==> src/rtl/sram_arbiter.sv <==
// Two-port single-word arbiter in front of sram_ctrl: IDLE picks a winner, ACCESS drives the SRAM, DONE acks.
// Optional build macro SRAM_ARB_RR_EN replaces p0 priority + starvation forcing with strict round robin.
module sram_arbiter #(
    parameter int unsigned READ_CYCLES  = 1,
    parameter int unsigned STARVE_LIMIT = 8
) (
    input  logic        clk,
    input  logic        rst_n,
    input  logic        p0_req_i,
    input  logic        p0_we_i,
    input  logic [31:0] p0_addr_i,
    input  logic [3:0]  p0_be_i,
    input  logic [31:0] p0_wdata_i,
    output logic [31:0] p0_rdata_o,
    output logic        p0_ack_o,
    output logic        p0_busy_o,
    input  logic        p1_req_i,
    input  logic        p1_we_i,
    input  logic [31:0] p1_addr_i,
    input  logic [3:0]  p1_be_i,
    input  logic [31:0] p1_wdata_i,
    output logic [31:0] p1_rdata_o,
    output logic        p1_ack_o,
    output logic        p1_busy_o,
    output logic        enable_o,
    output logic        readEnable_o,
    output logic [31:0] addr_o,
    output logic [3:0]  byteSelect_o,
    output logic [31:0] dataSave_o,
    input  logic [31:0] dataLoad_i,
    input  logic        busy_i
);

    typedef enum logic [1:0] {
        S_IDLE,
        S_ACCESS,
        S_DONE
    } state_e;

    localparam logic [2:0] READ_LAST = 3'(READ_CYCLES - 1);

    state_e      state_q, state_d;
    logic        owner_q, owner_d;
    logic        we_q, we_d;
    logic [31:0] addr_q, addr_d;
    logic [3:0]  be_q, be_d;
    logic [31:0] wdata_q, wdata_d;
    logic [2:0]  cnt_q, cnt_d;
    logic [31:0] rdata0_q, rdata0_d;
    logic [31:0] rdata1_q, rdata1_d;

    logic        enable_q, enable_d;
    logic        ren_q, ren_d;
    logic [31:0] addr_out_q, addr_out_d;
    logic [3:0]  be_out_q, be_out_d;
    logic [31:0] dsave_q, dsave_d;
    logic        ack0_q, ack0_d;
    logic        ack1_q, ack1_d;

    logic        any_req;
    logic        grant1;
    logic        access_d;

    assign any_req = p0_req_i | p1_req_i;

`ifdef SRAM_ARB_RR_EN
    logic last_grant_q, last_grant_d;

    always_comb begin
        grant1       = p1_req_i;
        last_grant_d = last_grant_q;
        if (p0_req_i && p1_req_i) begin
            grant1 = ~last_grant_q;
        end
        if (state_q == S_IDLE && any_req) begin
            last_grant_d = grant1;
        end
    end

    always_ff @(posedge clk or negedge rst_n) begin
        if (!rst_n) begin
            last_grant_q <= 1'b1;
        end else begin
            last_grant_q <= last_grant_d;
        end
    end
`else
    localparam logic [7:0] STARVE_MAX = 8'(STARVE_LIMIT);

    logic [7:0] starve_q, starve_d;
    logic       p1_in_flight;

    assign p1_in_flight = (state_q != S_IDLE) && owner_q;

    always_comb begin
        grant1   = p1_req_i && (!p0_req_i || starve_q == STARVE_MAX);
        starve_d = starve_q;
        if (state_q == S_IDLE && any_req && grant1) begin
            starve_d = '0;
        end else if (p1_req_i && !p1_in_flight && starve_q < STARVE_MAX) begin
            starve_d = starve_q + 8'd1;
        end
    end

    always_ff @(posedge clk or negedge rst_n) begin
        if (!rst_n) begin
            starve_q <= '0;
        end else begin
            starve_q <= starve_d;
        end
    end
`endif

    always_comb begin
        // NOTE: every output of this block gets a default first, so no path can infer a latch.
        state_d  = state_q;
        owner_d  = owner_q;
        we_d     = we_q;
        addr_d   = addr_q;
        be_d     = be_q;
        wdata_d  = wdata_q;
        cnt_d    = cnt_q;
        rdata0_d = rdata0_q;
        rdata1_d = rdata1_q;

        case (state_q)
            S_IDLE: begin
                if (any_req) begin
                    owner_d = grant1;
                    we_d    = grant1 ? p1_we_i    : p0_we_i;
                    addr_d  = grant1 ? p1_addr_i  : p0_addr_i;
                    be_d    = grant1 ? p1_be_i    : p0_be_i;
                    wdata_d = grant1 ? p1_wdata_i : p0_wdata_i;
                    cnt_d   = '0;
                    state_d = S_ACCESS;
                end
            end
            S_ACCESS: begin
                if (!we_q) begin
                    if (cnt_q == READ_LAST) begin
                        if (owner_q) begin
                            rdata1_d = dataLoad_i;
                        end else begin
                            rdata0_d = dataLoad_i;
                        end
                        state_d = S_DONE;
                    end else begin
                        cnt_d = cnt_q + 3'd1;
                    end
                end else if (cnt_q != 3'd0 && !busy_i) begin
                    // busy_i is only trusted after sram_ctrl has seen one enabled cycle.
                    state_d = S_DONE;
                end else begin
                    cnt_d = 3'd1;
                end
            end
            S_DONE:  state_d = S_IDLE;
            default: state_d = S_IDLE;
        endcase
    end

    // SRAM-side outputs are registered from the next state so they are exactly 0 outside ACCESS.
    always_comb begin
        access_d   = (state_d == S_ACCESS);
        enable_d   = access_d;
        ren_d      = access_d & ~we_d;
        addr_out_d = access_d ? addr_d  : '0;
        be_out_d   = access_d ? be_d    : '0;
        dsave_d    = access_d ? wdata_d : '0;
        ack0_d     = (state_d == S_DONE) & ~owner_d;
        ack1_d     = (state_d == S_DONE) &  owner_d;
    end

    always_ff @(posedge clk or negedge rst_n) begin
        if (!rst_n) begin
            state_q    <= S_IDLE;
            owner_q    <= 1'b0;
            we_q       <= 1'b0;
            addr_q     <= '0;
            be_q       <= '0;
            wdata_q    <= '0;
            cnt_q      <= '0;
            rdata0_q   <= '0;
            rdata1_q   <= '0;
            enable_q   <= 1'b0;
            ren_q      <= 1'b0;
            addr_out_q <= '0;
            be_out_q   <= '0;
            dsave_q    <= '0;
            ack0_q     <= 1'b0;
            ack1_q     <= 1'b0;
        end else begin
            // NOTE: non-blocking assignments so every register samples the pre-edge values.
            state_q    <= state_d;
            owner_q    <= owner_d;
            we_q       <= we_d;
            addr_q     <= addr_d;
            be_q       <= be_d;
            wdata_q    <= wdata_d;
            cnt_q      <= cnt_d;
            rdata0_q   <= rdata0_d;
            rdata1_q   <= rdata1_d;
            enable_q   <= enable_d;
            ren_q      <= ren_d;
            addr_out_q <= addr_out_d;
            be_out_q   <= be_out_d;
            dsave_q    <= dsave_d;
            ack0_q     <= ack0_d;
            ack1_q     <= ack1_d;
        end
    end

    assign enable_o     = enable_q;
    assign readEnable_o = ren_q;
    assign addr_o       = addr_out_q;
    assign byteSelect_o = be_out_q;
    assign dataSave_o   = dsave_q;
    assign p0_rdata_o   = rdata0_q;
    assign p1_rdata_o   = rdata1_q;
    assign p0_ack_o     = ack0_q;
    assign p1_ack_o     = ack1_q;
    assign p0_busy_o    = p0_req_i & ~ack0_q;
    assign p1_busy_o    = p1_req_i & ~ack1_q;

endmodule

==> config.mk <==
export PLATFORM = sky130hd
export DESIGN_NAME = sram_arbiter
export DESIGN_NICKNAME = d
export VERILOG_FILES = /design/src/rtl/sram_arbiter.sv
export SDC_FILE = /design/constraint.sdc
export NUM_CORES = 1
export LEC_CHECK = 0
export CORE_AREA = 2 2 135 137
export CTS_CLUSTER_SIZE = 16
export DETAILED_ROUTE_END_ITERATION = 8
export DIE_AREA = 0 0 137 139
export DONT_BUFFER_PORTS = 1
export SYNTH_ARGS = -nofsm -noshare
export SYNTH_HDL_FRONTEND = slang
export SYNTH_SLANG_ARGS = --single-unit
export TNS_END_PERCENT = 50
==> constraint.sdc <==
create_clock -name clk -period 4.7 [get_ports clk]
set_input_delay 0.47 -clock clk [delete_from_list [all_inputs] [get_ports clk]]
set_output_delay 0.47 -clock clk [all_outputs]
set_load 0.02 [all_outputs]
# After elaboration in Yosys (flattened, before gate mapping)
# Index checks and enable logic that the tools add are counted.
# Widths: inputs -> output; s select.
# word_totals
out_inout_bits	138
register_bits	219
inputBits	175
wordCells	88
# op_classes
n_addsub	2
n_mux	29
n_eq_ne	7
n_bitwise	12
n_reduce_logical	20
magnitude_cmp	1
# op_table
operator	n
$mux 32	8
$mux 4	4
$mux 8	2
$mux 3	4
$reduce_and 4->1	3
$add 8x1->8 const B	1
$eq 8x4->1 const B	1
$lt 8x4->1 const B	1
$mux 2	4
$logic_and 1x1->1	7
$ne 3x3->1 const B	2
$not 1->1	6
$pmux 3 s2	1
$reduce_bool 2->1	3
$and 1x1->1	5
$mux 1	5
$eq 2x1->1 const B	2
$pmux 2 s2	1
$add 3x1->3 const B	1
$logic_not 1->1	3
$logic_not 3->1	1
$reduce_bool 3->1	1
$eq 2x2->1 const B	1
$logic_not 2->1	1
3 further kinds	3

# Longest topological paths before layout
# Gate-level depths: netlist of the first run.
# logic_depth
depth_word	8
depth_mapped	8
mapped_depth_nobuf	6

# Least setup slack after synthesis of the first run
# OpenSTA, ideal clock, no wires.
# synth_timing
path_type	register to register
start	register cnt_q[0]
end	register rdata0_q[10], in the netlist p0_rdata_o[10]
setup_ps	125
arrival_ps	1710
slack_ps	2865
synth_period_minus_slack_ps	1835
path_buffers	1
path_stages_with_launch	7
required_time_ps	4575
path_cell_list	dfrtp_1 > inv_1 > ha_1 > nand2b_1 > nor4_2 > buf_2 > mux2_2
# synth_via
elab_chain_len	2
# synth_rtl
element	line	text
from (decl)	48	logic [2:0] cnt_q, cnt_d;
from (signal assigned)	200	cnt_q <= cnt_d;
$logic_not 3->1	140	if (cnt_q == READ_LAST) begin
$reduce_and 4->1 (no line)	--	
to (signal assigned)	201	rdata0_q <= rdata0_d;
to (decl)	49	logic [31:0] rdata0_q, rdata0_d;
# No other way between the ends.
# A chain may end at the register's enable or synchronous reset.

# Final worst setup path of the first run
# layout_timing
start	register starve_q[0]
end	register be_out_q[2], in the netlist byteSelect_o[2]
# layout_via
elab_chain_len	7
# layout_rtl
element	line	text
from (decl)	90	logic [7:0] starve_q, starve_d;
from (signal assigned)	109	starve_q <= starve_d;
$eq 8x4->1	96	grant1 = p1_req_i && (!p0_req_i || starve_q == STARVE_MAX);
$logic_or 1x1->1	96	
$logic_and 1x1->1	96	
$mux 4	132	be_d = grant1 ? p1_be_i : p0_be_i;
$mux 4	128	if (any_req) begin
$mux 4	126	case (state_q)
$mux 4	168	be_out_d = access_d ? be_d : '0;
via be_out_d[2]	55	logic [3:0] be_out_q, be_out_d;
to (signal assigned)	206	be_out_q <= be_out_d;
to (decl)	55	
# The timed path passes the listed nets, and every way through them passes these cells.

==> out/metrics.json, run 1 <==
{
  "routabilityCongestion": 0.766,
  "criticalPathCategory": "reg -> reg",
  "core-area_sq_um": 17700,
  "max_cap_violations": 0,
  "synthDominantAreaCellType": "dfrtp_1",
  "antenna-diode-count": 0,
  "power.density_nw_per_um2": 782,
  "vias": 5291,
  "numClockSinks": 219,
  "synth-xor-area-share": 0.00101,
  "place.detailed.hpwl_microns": 13200,
  "finalSetupTns_ns": 0,
  "tritoncts": "done",
  "synth_area_sq_um": 8670,
  "total_area_of_sequential_cells_sq_um": 5480,
  "cts_resized": 0,
  "syn-mean-instance-area_sq_um": 14.5,
  "die_h_microns": 139,
  "netlist_instances": 597,
  "pin_count": 313,
  "setup.worst_path.start_class": "flop",
  "critical_path.endpoint_type": "flop",
  "status": "finished, violations left",
  "synth.ff_latch_count": 219,
  "final_min_period_ns": 2.31,
  "synth_top_family_by_area": "compound AO/OA/AOI/OAI gates",
  "peakVddDrop_mv": 0.350,
  "multi_input_area_sq_um": 2990,
  "r2r_end": "byteSelect_o[2]$_DFF_PN0_",
  "p_switching_uw": 2730,
  "failing_checks": "negative hold slack",
  "arrival_ns": 2.74,
  "rows": 49,
  "global_route.overflow_total": 0,
  "number_of_library_cell_types_mapped_by_synthesis": 41,
  "grt_antenna_before_repair": 0,
  "netSwitchingFraction": 0.366,
  "starting_density": 0.491,
  "period_share": 0.492,
  "tightest_slew_ns": 0.997,
  "synth_sequential_area_ratio": 0.632,
  "final_hold_viol_count": 219,
  "maxSlewViolCount": 0,
  "pwr-share-clk": 0.235,
  "worst_hold_path_type": "in -> async",
  "clk-insertion-delay-late_ns": 0.50,
  "layout-drive-gt1-share": 0.192,
  "timing.critical_path.fanout_max": 38,
  "all_layer_global_routing_usage": 0.208,
  "detail_route.drc_violations": 0,
  "numCtsBuffers": 23,
  "cts.repair_timing.setup_buffer_count": 0,
  "synth_simple_gate_area_share": 0.0768,
  "rsz0062_at_grt": "no",
  "internal-power_uw": 4740,
  "regToRegStartpoint": "starve_q[0]$_DFFE_PN0P_",
  "clock_slew_seen_by_the_registers_of_the_worst_setup_and_hold_paths_ns": 0.06,
  "floorplan.die.width_microns": 137,
  "drt.antenna.violating_nets": 0,
  "final.fill_count": 1456,
  "post_synthesis_compound_gate_area_fraction": 0.173,
  "area_growth_syn_to_layout_pct": 10.2,
  "detail_route.wirelength_microns": 20200,
  "drt_iter0_markers": 447,
  "critical_path_required_ns": 5.13,
  "first_global_vias": 5648,
  "r2r_setup_slack_ns": 2.39,
  "max_clock_freq_mhz": 432,
  "worst_max_slew_margin_expressed_relative_to_the_limit": 0.333,
  "comb_power_share": 0.241,
  "clk_root_buffer_cell": "clkbuf_16",
  "drtPass1Iterations": 4,
  "hold-worst-slack_ns": -0.334,
  "synth.yosys.warnings": 0,
  "rr_worst_depth": 7,
  "synth_mux_area_frac": 0.0843,
  "synthDominantCellAreaShare": 0.632,
  "h-tree-depth": 1,
  "fin_worst_skew_ns": 0.0107,
  "max-clock-path-buffers": 3,
  "place.port_buffers": 0,
  "vias_per_cell": 6.40,
  "syn_nets": 776,
  "finish.net_count": 765,
  "pleak_uw": 0.00422,
  "finalSetupViolations": 0,
  "synth_adder_area_share": 0.00577,
  "pin_count_of_the_biggest_net_entering_global_routing": 220,
  "design.die.area_sq_um": 19000,
  "grt_pass1_wl_microns": 31300,
  "routed_wl_per_cell_microns": 24.4,
  "sequentialPowerShare": 0.523,
  "synthTopCellsByArea": "dfrtp_1 (63%), a221o_1 (16%), mux2_2 (8.1%), and2_1 (5.0%), buf_2 (1.0%)"
}
-- layout by cell type (no fill, tap or decap), types with 2 or more instances in the layout --
cell        count
o21ai_0         6
and2_1         69
nor3b_1         2
clkinv_2        5
a21oi_1         3
buf_4           7
nor2_1          8
inv_1           6
mux2_1          2
bufinv_16       2
dfrtp_1       219
clkinvlp_4      2
clkbuf_16      23
nor2b_1         8
ha_1            4
clkbuf_8        3
clkbuf_1        2
nand2b_1        3
or2_2           2
a221o_1       136
mux2_2         62
-- layout make-up --
type,count,share of cell area
well taps,229,0.0300
clock buffers,28,0.0653
flip-flops and latches,219,0.574
inverters,6,0.00236
multi-input cells,329,0.313
clock inverters,9,0.0105
repair buffers,7,0.00550
-- routing by layer --
metal	track usage	up-vias	routed length, microns
li1	-	2277	-
met1	0.258	2710	7480
met2	0.340	265	9930
met3	0.0702	39	2180
met4	0.0705	0	579
met5	0	-	0
-- cell usage after synthesis --
cell type	n
and4b_1	1
o21a_1	1
a31oi_1	1
mux2_2	62
mux2i_1	1
a32o_1	1
a41oi_1	1
nor3_1	1
nand4_1	1
nor4_1	1
buf_6	3
nor4_2	1
nor3b_1	2
a221o_1	136
buf_2	18
nor4b_4	1
xnor2_1	1
dfrtp_1	219
nand3b_1	1
mux2_1	2
a21bo_2	1
a211oi_2	1
inv_1	6
o211ai_1	1
a21oi_2	2
o21ai_1	1
nor2_4	1
nand2b_1	3
nor2b_1	8
or2_2	2
and4bb_2	1
clkbuf_1	21
and2_1	69
nor2_1	8
a21oi_1	3
ha_1	4
nand2_1	1
a21o_1	1
or3b_1	1
o21ai_0	6
buf_4	1
-- through the flow --
stage	utilization	total power (uW)	std cells	setup WS [ns]	instance area, sq um
floorplan	-	5260	597	2.87	8670
global route	0.541	7910	827	2.14	9560
global placement	0.500	5660	790	2.35	8830
finish	0.541	7470	827	2.39	9560
CTS	0.541	7550	827	2.34	9560
detailed placement	0.500	5770	790	2.33	8830
-- power by group through the flow --
| stage | logic [uW] | registers [uW] | clock network [uW] |
|---|---|---|---|
| after global placement | 1740 | 3920 | 0 |
| after CTS | 1830 | 3920 | 1800 |
| final | 1800 | 3910 | 1760 |
| after detailed placement | 1840 | 3930 | 0 |
| after global routing | 2000 | 4010 | 1890 |
| after floorplan | 1530 | 3730 | 0 |
-- critical path: stages (launching register included) --
cell and delay (ns):
dfrtp_1 0.40, inv_1 0.06, ha_1 0.20, nor4b_4 0.14, a21oi_4 0.69, buf_4 0.40, and2_1 0.20, a221o_1 0.12
-- cell families (layout without fill, tap and decap cells) --
logic type,count (synthesis),in the layout
flops,219,219
buf+inv,49,50
compound gates,156,156
fa+ha+maj,4,4
xor+xnor,1,1
simple gates,103,103
mux,65,65
-- state kept, by name, indices dropped and copies added (netlist names), 4 cells and up --
register / flops
addr_o: 32
addr_q: 32
be_q: 4
byteSelect_o: 4
dataSave_o: 32
p0_rdata_o: 32
p1_rdata_o: 32
starve_q: 8
wdata_q: 32
-- worst max-delay path by stage --
stage	end	cells past startpoint	from	slack (ns)
final	byteSelect_o[2]$_DFF_PN0_	7	starve_q[0]$_DFFE_PN0P_	2.39
after global routing	byteSelect_o[2]$_DFF_PN0_	7	starve_q[0]$_DFFE_PN0P_	2.14
after CTS	byteSelect_o[2]$_DFF_PN0_	5	state_q[1]$_DFF_PN0_	2.34
after detailed placement	wdata_q[11]$_DFF_PN0_	5	p0_req_i	2.33
after global placement	wdata_q[10]$_DFF_PN0_	5	p0_req_i	2.35
after floorplan	p0_rdata_o[10]$_DFFE_PN0P_	6	cnt_q[0]$_DFFE_PN0P_	2.87
Note: power is estimated with default switching activity, not from simulation.
==> inputs of run 2 (changes only) <==
Clock period 4.7 ns to 2.2 ns, I/O delays scaled along.
==> run 2 against run 1 <==
The flow now stops in clock tree synthesis (4_1_cts); synthesized cell count unchanged; area after synthesis unchanged.
==> out/metrics.json, run 2 <==
{
  "status": "stopped before the end",
  "flow.stopped_at": "clock tree synthesis (4_1_cts)",
  "toolErrorMsg": "[ERROR RSZ-0060] Max buffer count reached.",
  "synth_area": {"value": 8670, "unit": "sq um", "change": "unchanged"},
  "synth_simple_gate_area_share": {"value": 0.0768, "change": "unchanged"},
  "clk_root_buffer_cell": "clkbuf_16",
  "synth-async-reset-ratio": {"value": 1.00, "change": "unchanged"},
  "place.port_buffers": {"value": 0, "change": "unchanged"},
  "starting_density": {"value": 0.491, "change": "unchanged"},
  "synth_mux_area_frac": {"value": 0.0843, "change": "unchanged"},
  "numCtsBuffers": {"value": 22, "change": "-4.3%"},
  "max-clock-path-buffers": {"value": 3, "change": "unchanged"},
  "synthDominantCellAreaShare": {"value": 0.632, "change": "unchanged"},
  "synth_adder_area_share": {"value": 0.00577, "change": "unchanged"},
  "placed_cells": {"value": 793, "change": "+0.38%"},
  "die_h": {"value": 139, "unit": "microns", "change": "unchanged"},
  "cts_resized": {"value": 0, "change": "unchanged"},
  "floorplan.die.width": {"value": 137, "unit": "microns", "change": "unchanged"},
  "synth_sequential_area_ratio": {"value": 0.632, "change": "unchanged"},
  "h-tree-depth": {"value": 1, "change": "unchanged"},
  "synth.yosys.warnings": {"value": 0, "change": "unchanged"},
  "netlist_instances": {"value": 597, "change": "unchanged"},
  "synth_top_flop_cell": "dfrtp_1",
  "pin_count": {"value": 313, "change": "unchanged"},
  "syn-mean-instance-area": {"value": 14.5, "unit": "sq um", "change": "unchanged"},
  "synth_top_cells_by_count": "dfrtp_1 (219), a221o_1 (136), and2_1 (69)",
  "place.detailed.hpwl": {"value": 13200, "unit": "microns", "change": "-0.19%"},
  "numClockSinks": {"value": 219, "change": "unchanged"},
  "routabilityCongestion": {"value": 0.788, "change": "+2.8%"},
  "synth-xor-area-share": {"value": 0.00101, "change": "unchanged"},
  "number_of_library_cell_types_mapped_by_synthesis": {"value": 41, "change": "unchanged"},
  "rows": {"value": 49, "change": "unchanged"},
  "post_synthesis_compound_gate_area_fraction": {"value": 0.173, "change": "unchanged"},
  "syn_nets": {"value": 776, "change": "unchanged"},
  "synth_enable_flop_cells": {"value": 0, "change": "unchanged"},
  "synthTopCellsByArea": "dfrtp_1 (63%), a221o_1 (16%), mux2_2 (8.1%), and2_1 (5.0%), buf_2 (1.0%)",
  "synth.ff_latch_count": {"value": 219, "change": "unchanged"},
  "synthDominantAreaCellType": "dfrtp_1",
  "cts_hold_buffers": 168,
  "yosys.cell_count.top_type": "dfrtp_1",
  "synth_top_family_by_area": "compound AO/OA/AOI/OAI gates",
  "cts.repair_timing.setup_buffer_count": {"value": 0, "change": "unchanged"}
}
[run 2: cell families after synthesis]
group / Yosys count
flops: 219
buf+inv: 49
xor+xnor: 1
compound gates: 156
mux: 65
simple gates: 103
fa+ha+maj: 4
[run 2: stage by stage]
step / hold slack [ns] / setup WS, ns / area, sq um
floorplan: -0.0756 / 0.365 / 8670
global placement: -0.0712 / 0.360 / 8930
detailed placement: -0.0708 / 0.273 / 8930
==> inputs of run 3 (changes only) <==
Settings changed: CORE_AREA 2 2 135 137 to 2 2 161 163, CTS_CLUSTER_SIZE 16 to unset, DIE_AREA 0 0 137 139 to 0 0 163 165, PLACE_DENSITY_LB_ADDON set to 0.15.
==> run 3 against run 2 <==
The flow now finishes, with violations (negative hold slack).
==> out/metrics.json, run 3 (synthesis gave the netlist of run 1 again) <==
{
  "fin_worst_skew_ns": 0.0168,
  "rr_worst_depth": 7,
  "finalSetupViolations": 0,
  "p_switching_uw": 6230,
  "finalSetupTns_ns": 0,
  "grt_pass1_wl_microns": 35400,
  "peakVddDrop_mv": 0.747,
  "global_route.usage.met1": 0.195,
  "sequentialPowerShare": 0.484,
  "worst_max_slew_margin_expressed_relative_to_the_limit": 0.491,
  "layout-drive-gt1-share": 0.164,
  "hold-worst-slack_ns": -0.598,
  "tritoncts": "done",
  "die_h": {"value": 165, "unit": "microns", "change": "+19%"},
  "routed_wl_per_cell_microns": 20.9,
  "detail_route.wirelength_microns": 23200,
  "core-area_sq_um": 25000,
  "arrival_ns": 2.46,
  "numCtsBuffers": {"value": 25, "change": "+14%"},
  "final_hold_viol_count": 219,
  "place.port_buffers": {"value": 0, "change": "unchanged"},
  "detailed_place.area": {"value": 9090, "unit": "sq um", "change": "+1.8%"},
  "clk_root_buffer_cell": "clkbuf_16",
  "setup.worst_path.start_class": "flop",
  "comb_power_share": 0.259,
  "global_route.overflow_total": 0,
  "design.die.area_sq_um": 26900,
  "max-clock-path-buffers": {"value": 3, "change": "unchanged"},
  "pleak_uw": 0.00506,
  "internal-power_uw": 11000,
  "mostFrequentLayoutCell": "dfrtp_1",
  "criticalPathCategory": "reg -> reg",
  "top_library_cells_by_usage_in_the_layout_fill_and_taps_aside": "dfrtp_1 (219), dlygate4sd3_1 (171), a221o_1 (136)",
  "antenna-diode-count": 0,
  "grt.busiest_layer": "met2",
  "detail_route.drc_violations": 0,
  "finish.net_count": 944,
  "grt_antenna_before_repair": 0,
  "max_clock_freq_mhz": 497,
  "cts.repair_timing.setup_buffer_count": {"value": 0, "change": "unchanged"},
  "place.detailed.hpwl": {"value": 14500, "unit": "microns", "change": "+11%"},
  "globalRouteMet2Util": 0.289,
  "globalRouteMet3Util": 0.0588,
  "clock_slew_seen_by_the_registers_of_the_worst_setup_and_hold_paths_ns": 0.06,
  "critical_path_required_ns": 2.65,
  "tightest_slew_ns": 0.764,
  "routabilityCongestion": {"value": 0.777, "change": "-1.3%"},
  "final_min_period_ns": 2.01,
  "status": "finished, violations left",
  "power.density_nw_per_um2": 1480,
  "drt_iter0_markers": 391,
  "r2r_setup_slack_ns": 0.19,
  "pwr-share-clk": 0.257,
  "max_cap_violations": 0,
  "h-tree-depth": {"value": 1, "change": "unchanged"},
  "first_global_vias": 6395,
  "regToRegStartpoint": "starve_q[0]$_DFFE_PN0P_",
  "failing_checks": "negative hold slack",
  "starting_density": {"value": 0.346, "change": "-0.145"},
  "fin_area_sq_um": 11700,
  "numClockSinks": {"value": 219, "change": "unchanged"},
  "rows": {"value": 58, "change": "+18%"},
  "pin_count": {"value": 313, "change": "unchanged"},
  "timing.critical_path.fanout_max": 4,
  "floorplan.die.width": {"value": 163, "unit": "microns", "change": "+19%"},
  "area_growth_syn_to_layout_pct": 34.9,
  "period_share": 0.915,
  "netSwitchingFraction": 0.361,
  "r2r_end": "we_q$_DFF_PN0_",
  "critical_path.endpoint_type": "flop",
  "clk-insertion-delay-late_ns": 0.51,
  "worst_hold_path_type": "in -> async",
  "all_layer_global_routing_usage": 0.166,
  "vias_per_cell": 5.45,
  "rsz0062_at_grt": "no",
  "maxSlewViolCount": 0,
  "final_core_utilization": 0.467,
  "vias": 6056,
  "drtPass1Iterations": 5,
  "drt.antenna.violating_nets": 0,
  "pin_count_of_the_biggest_net_entering_global_routing": 220
}
==> run 3: stage by stage <==
step	setup slack [ns]	power [uW]	std cells
floorplan	0.365	11200	597
global placement	0.282	12400	897
detailed placement	0.242	12600	897
CTS	0.190	17400	1111
global route	0.0755	18200	1112
finish	0.188	17300	1112
==> run 3: how the worst max path moves through the flow <==
stage	start	end	slack, ns	cells past startpoint
2_1_floorplan	cnt_q[0]$_DFFE_PN0P_	p0_rdata_o[10]$_DFFE_PN0P_	0.37	6
3_3_place_gp	cnt_q[0]$_DFFE_PN0P_	byteSelect_o[0]$_DFF_PN0_	0.28	6
5_1_grt	cnt_q[0]$_DFFE_PN0P_	byteSelect_o[0]$_DFF_PN0_	0.08	6
3_5_place_dp	cnt_q[0]$_DFFE_PN0P_	byteSelect_o[0]$_DFF_PN0_	0.24	6
4_1_cts	cnt_q[0]$_DFFE_PN0P_	byteSelect_o[0]$_DFF_PN0_	0.19	6
6_report	starve_q[0]$_DFFE_PN0P_	we_q$_DFF_PN0_	0.19	7
==> run 3: power groups by stage <==
| stage | registers [uW] | clock network [uW] | logic [uW] |
|---|---|---|---|
| finish | 8360 | 4430 | 4470 |
| detailed placement | 8390 | 0 | 4240 |
| global placement | 8410 | 0 | 4010 |
| floorplan | 7970 | 0 | 3260 |
| global route | 8590 | 4760 | 4880 |
| CTS | 8370 | 4560 | 4510 |
==> run 3: cell type report <==
cell class / count / area (sq um)
Timing Repair Buffer: 184 / 1900
Inverter: 6 / 22.5
Clock inverter: 11 / 174
Fill cell: 2180 / 13300
Clock buffer: 33 / 716
Tap cell: 330 / 413
Multi-Input combinational cell: 329 / 2990
Sequential cell: 219 / 5480
==> run 3: routing by layer <==
metal | vias up | part of all wire
met2 | 279 | 0.49
met5 | - | 0
met3 | 35 | 0.10
met4 | 0 | 0.018
li1 | 2648 | -
met1 | 3094 | 0.39
==> run 3: what timing repair did <==
item / 4_1_cts / 5_1_grt
resized for setup: 0 / 0
hold endpoints to repair: 421 / 220
hold buffers: 170 / 1
==> run 3: worst max-delay path, stage by stage, from the launching register on <==
cell and delay, ns:
dfrtp_1 0.42, inv_1 0.07, ha_1 0.13, nor4b_4 0.29, a21oi_2 0.14, nand2b_1 0.18
a31oi_1 0.15, dlygate4sd3_1 0.56
==> edit, RTL diff (config.mk and constraints of run 1) <==
The 3 states of `state_e` get a one-hot encoding in 3 bits.
--- a/src/rtl/sram_arbiter.sv
+++ b/src/rtl/sram_arbiter.sv
@@ -32,8 +32,8 @@
 );
 
-    typedef enum logic [1:0] {
-        S_IDLE,
-        S_ACCESS,
-        S_DONE
+    typedef enum logic [2:0] {
+        S_IDLE   = 3'b001,
+        S_ACCESS = 3'b010,
+        S_DONE   = 3'b100
     } state_e;
 
Formal check against the unedited RTL: no difference found for any inputs over 4 cycles, from zero or initial values and one cycle with rst_n low; so few cycles prove little.
==> edit against run 1 <==
  * The run still ends with hold timing left
  * Worst setup slack worse by 0.41 ns
  * Area after synthesis is 4.9% higher
  * Non-clock buffer count is the same
  * Critical endpoint is now dataSave_o[21]$_DFF_PN0_
  * Global-route usage down 0.21 points
  * Final area increased by 4.0%
  * Total power rose by 1.3%
  * Sequential cell count up 1
  * Routed wire length is 0.31% higher
  * Utilization increased by 2.1 points
  * Critical path type unchanged
==> edit: results (changes against run 1) <==
[status]
status = finished with violations
violations = hold timing

[sta]
hold_viol = 219  ; unchanged
slew_headroom = 0.392  ; +0.0588
skew_ns = 0.0197  ; +0.00899 ns
slew_viol_final = 0  ; unchanged
final.hold.worst_slack_ns = -0.332  ; +0.00176 ns

[global_route]
grt_max_degree = 221  ; +0.45%
gr-usage-met2 = 0.339  ; -0.000524
grtUsageMet1 = 0.251  ; -0.00716
gr-usage-all-layers = 0.206  ; -0.00209
grt_pass1_vias = 5914  ; +4.7%
grt_use_met3 = 0.0753  ; +0.00512
grt_pass1_wl_um = 31100  ; -0.62%

[min_path]
hold_path_class = primary input to asynchronous set/reset pin

[placement]
gp_congestion = 0.767  ; +0.16%
portBuffers = 0  ; unchanged
place_area_sq_mm = 0.00916  ; +3.7%
dp_hpwl_um = 13400  ; +1.9%

[critical_path]
crit_path_top_delay_cell = a21o_2
path_max_fanout = 37  ; -2.6%
critPathArrivalTime_ns = 3.11  ; +0.37 ns
cp_slowest_stage_delay_ns = 0.67  ; -0.02 ns
crit_family = compound AO/OA/AOI/OAI gates

[power_and_ir_drop]
p_leak_nw = 4.24  ; +0.60%
vdd_drop_max_mv = 0.343  ; -2.0%
p_seq_mw = 3.72  ; -5%
p_int_mw = 4.66  ; -1.6%
pg_comb_mw = 2.03  ; +13%

[drt]
wl_met3_um = 2130  ; -2.3%
via_per_inst = 5.96  ; -6.9%
dr.first_iter.drc_count = 302  ; -32%
wl_met2_um = 9900  ; -0.27%
wl_per_cell_um = 20.8  ; -15%
wl_met1_um = 7740  ; +3.5%

[yosys]
synth_common_cells = dfrtp_1, nand2_1, nor2_1, a31oi_1, mux2_2
synth_nets = 926  ; +19%
synth_area_leaders = dfrtp_1, mux2_2, a311oi_2
synth.distinct_cells = 47  ; +15%
avgSynthCellArea_sq_um = 12.2  ; -16%
ys_seq_area_frac = 0.606  ; -0.0264
synth_edf_count = 0  ; unchanged

[cells_and_area]
drive_above_1_share = 0.216  ; +0.0241
final_nets = 906  ; +18%
layoutNonFillerInstCount = 973  ; +18%
num-fill-cells = 1463  ; +0.48%

[clocking]
htreeDepth = 1  ; unchanged

==> edit: cells by family (layout without fill, tap and decap cells) <==
logic type,after synthesis,in the layout,synth area share
simple gates,241,241,0.112
flops,220,220,0.606
compound gates,153,153,0.155
mux,66,66,0.0815
buf+inv,61,58,0.0373
fa+ha+maj,4,4,0.00551
xor+xnor,2,2,0.00193
==> edit: stage by stage <==
stage | setup slack (ns) | utilization | total power [mW] | hold WS [ns]
final | 1.97 | 0.563 | 7.57 | -0.332
after global routing | 1.72 | 0.563 | 8.04 | -0.361
after CTS | 1.91 | 0.563 | 7.65 | -0.364
after detailed placement | 1.93 | 0.519 | 5.80 | 0.179
after global placement | 2.00 | 0.519 | 5.66 | 0.179
after floorplan | 2.86 | - | 5.40 | 0.174
==> edit: area by class of cell <==
type | instances | area (sq um) | share of cell area
multi-input combinational | 466 | 3260 | 0.328
tap | 229 | 287 | 0.0288
clock inverter | 10 | 114 | 0.0115
sequential | 220 | 5510 | 0.554
clock buffer | 32 | 659 | 0.0664
inverter | 9 | 33.8 | 0.00340
timing repair buffer | 7 | 77.6 | 0.00781
==> edit: worst paths after layout <==
| path | to | slack (ns) | from |
|---|---|---|---|
| max | dataSave_o[21]$_DFF_PN0_ | 1.97 | starve_q[0]$_DFFE_PN0P_ |
| min | p0_rdata_o[13]$_DFFE_PN0P_ | -0.33 | rst_n |
| max reg2reg | dataSave_o[21]$_DFF_PN0_ | 1.97 | starve_q[0]$_DFFE_PN0P_ |
| min reg2reg | wdata_q[25]$_DFF_PN0_ | 0.54 | wdata_q[25]$_DFF_PN0_ |
| max in group asynchronous | p1_rdata_o[23]$_DFFE_PN0P_ | 4.55 | rst_n |
| min in group clk | p0_rdata_o[18]$_DFFE_PN0P_ | 0.11 | dataLoad_i[18] |
